[config.mk]
export PLATFORM = sky130hd
export DESIGN_NAME = fetch_buffer
export DESIGN_NICKNAME = d
export VERILOG_FILES = /design/src/rtl/fetch_pkg.sv /design/src/rtl/fetch_fifo.sv /design/src/rtl/fetch_buffer.sv
export SDC_FILE = /design/constraint.sdc
export NUM_CORES = 1
export LEC_CHECK = 0
export CAP_MARGIN = 20
export CORE_MARGIN = 1
export CORE_UTILIZATION = 40
export DETAILED_ROUTE_END_ITERATION = 10
export MAX_ROUTING_LAYER = met4
export SLEW_MARGIN = 20
export SYNTH_ARGS = -nofsm -noshare
export SYNTH_HDL_FRONTEND = slang
export SYNTH_HIERARCHICAL = 1
export SYNTH_SLANG_ARGS = --single-unit
[constraint.sdc]
create_clock -name clk -period 3.45 [get_ports clk]
set_clock_uncertainty 0.2 [all_clocks]
set_input_delay 0.8625 -clock clk [delete_from_list [all_inputs] [get_ports clk]]
set_output_delay 0.8625 -clock clk [all_outputs]
set_load 0.01 [all_outputs]
[src/rtl/fetch_pkg.sv]
// Shared types and constants for the fetch buffer: queue entry layout,
// default depth and the value presented to decode when nothing is queued.
package fetch_pkg;

  localparam int unsigned FETCH_N     = 32;
  localparam int unsigned FETCH_DEPTH = 4;

  localparam logic [FETCH_N-1:0] NOP_INSTR = '0;

  typedef struct packed {
    logic [FETCH_N-1:0] pc;
    logic [FETCH_N-1:0] instruction;
  } fetch_entry_t;

  // Occupancy counters must represent 0..depth inclusive.
  function automatic int unsigned fifo_count_width(input int unsigned depth);
    return $clog2(depth) + 1;
  endfunction

endpackage

[src/rtl/fetch_fifo.sv]
// Generic power-of-two FIFO with synchronous flush and a combinational head
// that reads zero while empty. Storage is cleared only by reset.
module fetch_fifo
  import fetch_pkg::*;
#(
  parameter int unsigned W     = 2 * FETCH_N,
  parameter int unsigned DEPTH = FETCH_DEPTH
) (
  input  logic                     clk,
  input  logic                     reset,
  input  logic                     push,
  input  logic                     pop,
  input  logic                     flush,
  input  logic [W-1:0]             push_data,
  output logic [W-1:0]             head,
  output logic [$clog2(DEPTH):0]   count,
  output logic                     full,
  output logic                     empty
);

  localparam int unsigned AW = $clog2(DEPTH);
  localparam int unsigned CW = fifo_count_width(DEPTH);

  logic [W-1:0]  mem [DEPTH];
  logic [AW-1:0] head_ptr;
  logic [AW-1:0] tail_ptr;
  logic          do_push;
  logic          do_pop;

  assign empty   = (count == '0);
  assign full    = (count == CW'(DEPTH));
  assign do_push = push & ~full;
  assign do_pop  = pop & ~empty;
  assign head    = empty ? '0 : mem[head_ptr];

  // Pointers are exactly log2(DEPTH) bits, so wrap is natural overflow.
  always_ff @(posedge clk or negedge reset) begin
    if (!reset) begin
      head_ptr <= '0;
      tail_ptr <= '0;
      count    <= '0;
      for (int unsigned i = 0; i < DEPTH; i++) begin
        mem[i] <= '0;
      end
    end else if (flush) begin
      head_ptr <= '0;
      tail_ptr <= '0;
      count    <= '0;
    end else begin
      if (do_push) begin
        mem[tail_ptr] <= push_data;
        tail_ptr      <= tail_ptr + AW'(1);
      end
      if (do_pop) begin
        head_ptr <= head_ptr + AW'(1);
      end
      case ({do_push, do_pop})
        2'b10:   count <= count + CW'(1);
        2'b01:   count <= count - CW'(1);
        default: count <= count;
      endcase
    end
  end

  a_no_push_when_full: assert property (
    @(posedge clk) disable iff (!reset) !(push && full)
  );

  a_count_in_range: assert property (
    @(posedge clk) disable iff (!reset) count <= CW'(DEPTH)
  );

endmodule

[src/rtl/fetch_buffer.sv]
// Decouples fetch from decode: issues ROM reads at the fetch PC, captures the
// one-cycle-late response into a small queue and hands it to decode.
module fetch_buffer
  import fetch_pkg::*;
#(
  parameter int unsigned N     = FETCH_N,
  parameter int unsigned DEPTH = FETCH_DEPTH
) (
  input  logic         clk,
  input  logic         reset,
  input  logic [N-1:0] pc_in,
  input  logic         flush,
  output logic         fetch_stall,
  output logic         imem_req,
  output logic [N-1:0] imem_addr,
  input  logic [N-1:0] imem_rdata,
  output logic         id_valid,
  input  logic         id_ready,
  output logic [N-1:0] id_pc,
  output logic [N-1:0] id_instruction
);

  localparam int unsigned CW = fifo_count_width(DEPTH);

  typedef struct packed {
    logic [N-1:0] pc;
    logic [N-1:0] instruction;
  } entry_t;

  logic          inflight;
  logic [N-1:0]  inflight_pc;
  entry_t        push_entry;
  entry_t        head_entry;
  logic [CW-1:0] count;
  logic [CW:0]   occupancy;
  logic          fifo_full;
  logic          fifo_empty;
  logic          push;
  logic          pop;

  // Count the outstanding read as occupied so its response always has a slot,
  // even if decode does not pop that cycle.
  assign occupancy   = {1'b0, count} + {{CW{1'b0}}, inflight};
  assign fetch_stall = fifo_full | (occupancy >= (CW + 1)'(DEPTH));

  assign imem_req  = reset & ~fetch_stall;
  assign imem_addr = pc_in;

  assign push       = inflight & ~flush;
  assign pop        = id_valid & id_ready;
  assign push_entry = '{pc: inflight_pc, instruction: imem_rdata};

  assign id_valid       = ~fifo_empty;
  assign id_pc          = fifo_empty ? '0 : head_entry.pc;
  assign id_instruction = fifo_empty ? N'(NOP_INSTR) : head_entry.instruction;

  // A request made in the flush cycle is kept: pc_in already holds the target.
  always_ff @(posedge clk or negedge reset) begin
    if (!reset) begin
      inflight    <= 1'b0;
      inflight_pc <= '0;
    end else if (imem_req) begin
      inflight    <= 1'b1;
      inflight_pc <= pc_in;
    end else begin
      inflight    <= 1'b0;
    end
  end

  fetch_fifo #(
    .W     (2 * N),
    .DEPTH (DEPTH)
  ) u_fifo (
    .clk       (clk),
    .reset     (reset),
    .push      (push),
    .pop       (pop),
    .flush     (flush),
    .push_data (push_entry),
    .head      (head_entry),
    .count     (count),
    .full      (fifo_full),
    .empty     (fifo_empty)
  );

  a_head_stable: assert property (
    @(posedge clk) disable iff (!reset)
      (id_valid && !id_ready && !flush) |=>
        (id_valid && $stable(id_pc) && $stable(id_instruction))
  );

  a_no_req_when_stalled: assert property (
    @(posedge clk) disable iff (!reset) !(imem_req && fetch_stall)
  );

endmodule
==> summary.md <==
| Metric | Value |
|---|---|
| Sequential area share after synthesis | between 50% and 60% |
| Iter 0 DRT Violations | 295 |
| CP max-delay cell | dfrtp_4 |
| Max transition margin | 31.5% |
| Placed Cells | 1492 |
| CP Cell Sequence | buf_4 -> buf_4 -> mux4_2 -> nor2b_1 -> and2b_1 -> dlygate4sd2_1 |
| Critical Path Max Stage Delay | around 0.49 ns |
| WL final | between 30000 and 40000 um |
| Post-synthesis adder-cell area fraction | less than 1% |
| CP Data Arrival Time | about 2.3 ns |
| Tot Pwr | 0.00929 W |
| Sw frac | a little under a quarter |
| Peak VDD IR | 0.323 mV |
| Die Ht | 191 um |
| Worst-path clk slew | around 0.06 ns |
| Nets | around 1200 |
| HPWL Detailed | 17600 um |
| RD Place Congestion | slightly above 0.7 |
| Htree depth | 2 |
| Worst-case clock buffer depth | 3 |
| Endpoint class of the critical path | output port |
| First-pass GRT wire length | 48600 um |
| Mux share of post-synthesis cell area | 35.0% |
| CP Class | reg2out |
| CP dominant cell by count | buf_4 |
| Initial Util | 41.1% |
| Clock share of power | 39.2% |
| Setup crit start kind | flip-flop |
| Synth Area in XOR/XNOR | 0.183% |
| Share of cells above drive strength 1 | 42.9% |
| Post-synth EDFFs | 0 |
| IO Pins | 167 |
| Drc violations | 0 |
| Setup-failing EPs final | 0 |
| Crit-path max FO | 4 |
| Initial antenna violation count | 0 |
| Vias in the first global route | 8635 |
| Pre-CTS setup slack | about 0.18 ns |
| Minimum clock period | roughly 3.4 ns |
| Wire length per cell | 19.2 um |
| Drt pass-1 iters | 4 |
| Port Buffers | 166 |
| Pwr dens | roughly 520 nW/um^2 |
| CTS Sinks | 296 |
| Total grt overflow | 0 |
| Fmax | 0.294 GHz |
| Ys Warns | 6 |
| Actual slew at the worst max-slew pin | just over 1 ns |
| Yosys reg bits | 296 |
| Layout area overhead | 23.8% |
| Hold buffers post-CTS | 0 |
| Avg Cell Area, Syn | 15.4 um^2 |
| Ys flop type | dfrtp_1 |
| Gr usage total | 17.5% |
| Yosys cell types | 43 |
| Core box area | 34900 um^2 |
| Mapped Nets | 1004 |
| Clock root buffer | clkbuf_16 |
| Cell count after synthesis | around 930 |
| Comb pwr share | 14.3% |
| Status | finished clean |
| CP required | roughly 2.4 ns |
| Maximum Capacitance Violations | 0 |
| Worst skew pair latency | 0.50 ns |
| Post-Layout Cell Count | between 1500 and 2000 |
| Final worst path period share | 98.7% |
| Vias/cell | around 5 |
| Pin count of the biggest net entering global routing | 167 |
| Max Slew Vio Count | 0 |
| Chip Width | 191 um |
| Hold Crit Class | in2async |
| Compound-Gate Fraction of Synth Area | less than 1% |
| Die area | 36600 um^2 |
| Mapped Area | 14300 um^2 |
| CTS tree | done |
| Static Leakage | 8.07 nW |
| Largest family of logic cells by synthesized area | multiplexers |
| # diodes | 0 |
| Post-route ant nets | 0 |
| Async S/R FF share, synth | 100% |
| Flop pwr share | 46.5% |
| Final Hold Fails | 0 |
| DR vias | 8001 |
| WP buf/inv | 3 |
| Sw power | 0.00210 W |
| CTS buffer count | 35 |
| RSZ-0062 raised after global routing | true |
| Int Power | between 0.007 and 0.008 W |
| Min setup slack post-route | 0.0453 ns |
| Simple-Gate Fraction of Synth Area | 7.08% |
| Largest delay share family, worst path | buffers and inverters |
| Fill cells | 2992 |
| Row count | 68 |
[worst reg2reg max path: cells and delay by family (launching register included)]
family                     cells  cell delay, ns
and+or+nand+nor                5            1.13
AOI/OAI and AO/OA              2            0.33
buffers and inverters          1            0.38
adders and majority gates      1            0.38
DFF                            1            0.38
[layout by cell type (no fill, tap or decap), types with 3 or more instances in the layout]
| master | Yosys | final |
|---|---|---|
| clkdlybuf4s50_1 | 0 | 101 |
| clkinv_2 | 0 | 4 |
| dfrtp_1 | 296 | 294 |
| clkbuf_2 | 1 | 7 |
| buf_2 | 23 | 6 |
| mux2_1 | 4 | 4 |
| buf_12 | 7 | 13 |
| and2b_1 | 12 | 12 |
| nor2b_1 | 120 | 119 |
| ha_1 | 4 | 4 |
| mux4_2 | 64 | 64 |
| nand3_1 | 5 | 5 |
| dlygate4sd2_1 | 0 | 15 |
| clkbuf_1 | 23 | 6 |
| clkbuf_16 | 0 | 37 |
| mux2_4 | 89 | 89 |
| nor2_1 | 7 | 7 |
| buf_4 | 32 | 29 |
| mux2_2 | 195 | 195 |
| dlymetal6s2s_1 | 0 | 9 |
| clkbuf_8 | 0 | 8 |
| o21ai_0 | 4 | 4 |
| inv_1 | 6 | 6 |
| buf_16 | 0 | 5 |
| nand3_4 | 1 | 4 |
| buf_6 | 5 | 3 |
| clkdlybuf4s15_1 | 0 | 27 |
[Yosys cell counts (2+ instances only)]
cell type | count | area share (%)
a21oi_1 | 2 | 0.070
a31oi_1 | 2 | 0.087
and2b_1 | 12 | 0.63
buf_1 | 4 | 0.10
buf_12 | 7 | 0.98
buf_2 | 23 | 0.80
buf_4 | 32 | 1.7
buf_6 | 5 | 0.39
clkbuf_1 | 23 | 0.60
dfrtp_1 | 296 | 52
ha_1 | 4 | 0.35
inv_1 | 6 | 0.16
mux2_1 | 4 | 0.31
mux2_2 | 195 | 15
mux2_4 | 89 | 9.3
mux4_2 | 64 | 10
nand2_1 | 2 | 0.052
nand3_1 | 5 | 0.17
nand3_2 | 3 | 0.21
nor2_1 | 7 | 0.18
nor2b_1 | 120 | 5.2
o21ai_0 | 4 | 0.14
xor2_1 | 2 | 0.12
[through the flow]
step	hold WS, ns	TNS [ns]	util (%)	area [um^2]
after floorplan	0.253	0	-	14300
after global placement	0.264	0	47.0	16400
after detailed placement	0.275	0	47.0	16400
after CTS	0.288	-3.09	50.5	17600
after global routing	0.300	-0.318	50.8	17700
final	0.204	0	50.8	17700
[power groups by stage]
stage | registers [W] | clock network, W | logic, W
finish | 0.00432 | 0.00364 | 0.00133
global route | 0.00439 | 0.00388 | 0.00145
CTS | 0.00432 | 0.00375 | 0.00135
detailed placement | 0.00437 | 0 | 0.00135
global placement | 0.00437 | 0 | 0.00132
floorplan | 0.00426 | 0 | 0.00103
[worst paths after layout]
path / startpoint / end / slack (ns) / depth (start not counted)
max: u_fifo/head_ptr[0] / id_pc[19] / 0.05 / 6
min: reset / u_fifo/mem[67] / 0.20 / 2
max reg2reg: u_fifo/count[1] / u_fifo/count[2] / 0.56 / 9
min reg2reg: u_fifo/mem[128] / u_fifo/mem[128] / 0.29 / 1
max in group asynchronous: reset / u_fifo/mem[58] / 1.97 / 2
min in group clk: u_fifo/mem[128] / u_fifo/mem[128] / 0.29 / 1
[logic make-up (layout without fill, tap and decap cells)]
logic type,after synthesis,after routing
adder cells (fa/ha/maj),5,5
flip-flops,296,296
XOR/XNOR,3,3
buffers and inverters,101,283
multiplexers,352,352
AND/OR/NAND/NOR,158,158
AO/OA/AOI/OAI,16,16
[state kept, by name, indices dropped and copies added (netlist names)]
signal and count:
inflight_pc 32, u_fifo/head_ptr 2, u_fifo/tail_ptr 2, u_fifo/mem 256, u_fifo/count 3, inflight 1
[layout make-up]
type	instances	area, um^2	share of cell area [%]
inverters	6	22.5	0.127
clock buffers	50	1030	5.83
multi-input cells	534	6270	35.3
flip-flops and latches	296	7410	41.8
clock inverters	9	113	0.635
well taps	455	569	3.21
repair buffers	218	2310	13.0
[per-layer routing]
metal | wire, um | global-route usage (%) | share of wire [%]
met3 | 1010 | 2.52 | 3.4
met1 | 14400 | 24.1 | 48
met5 | 0 | - | 0
met2 | 14300 | 27.5 | 48
met4 | 433 | 3.51 | 1.4
[timing repair]
| action | CTS | global route |
|---|---|---|
| gates cloned | 2 | 1 |
| pin swaps | 0 | 0 |
| resized for setup | 73 | 55 |
| hold endpoints to repair | 0 | 0 |
| buffers inserted | 8 | 6 |
| setup endpoints to repair | 64 | 54 |
No activity file was read; power rests on OpenSTA's default activity.
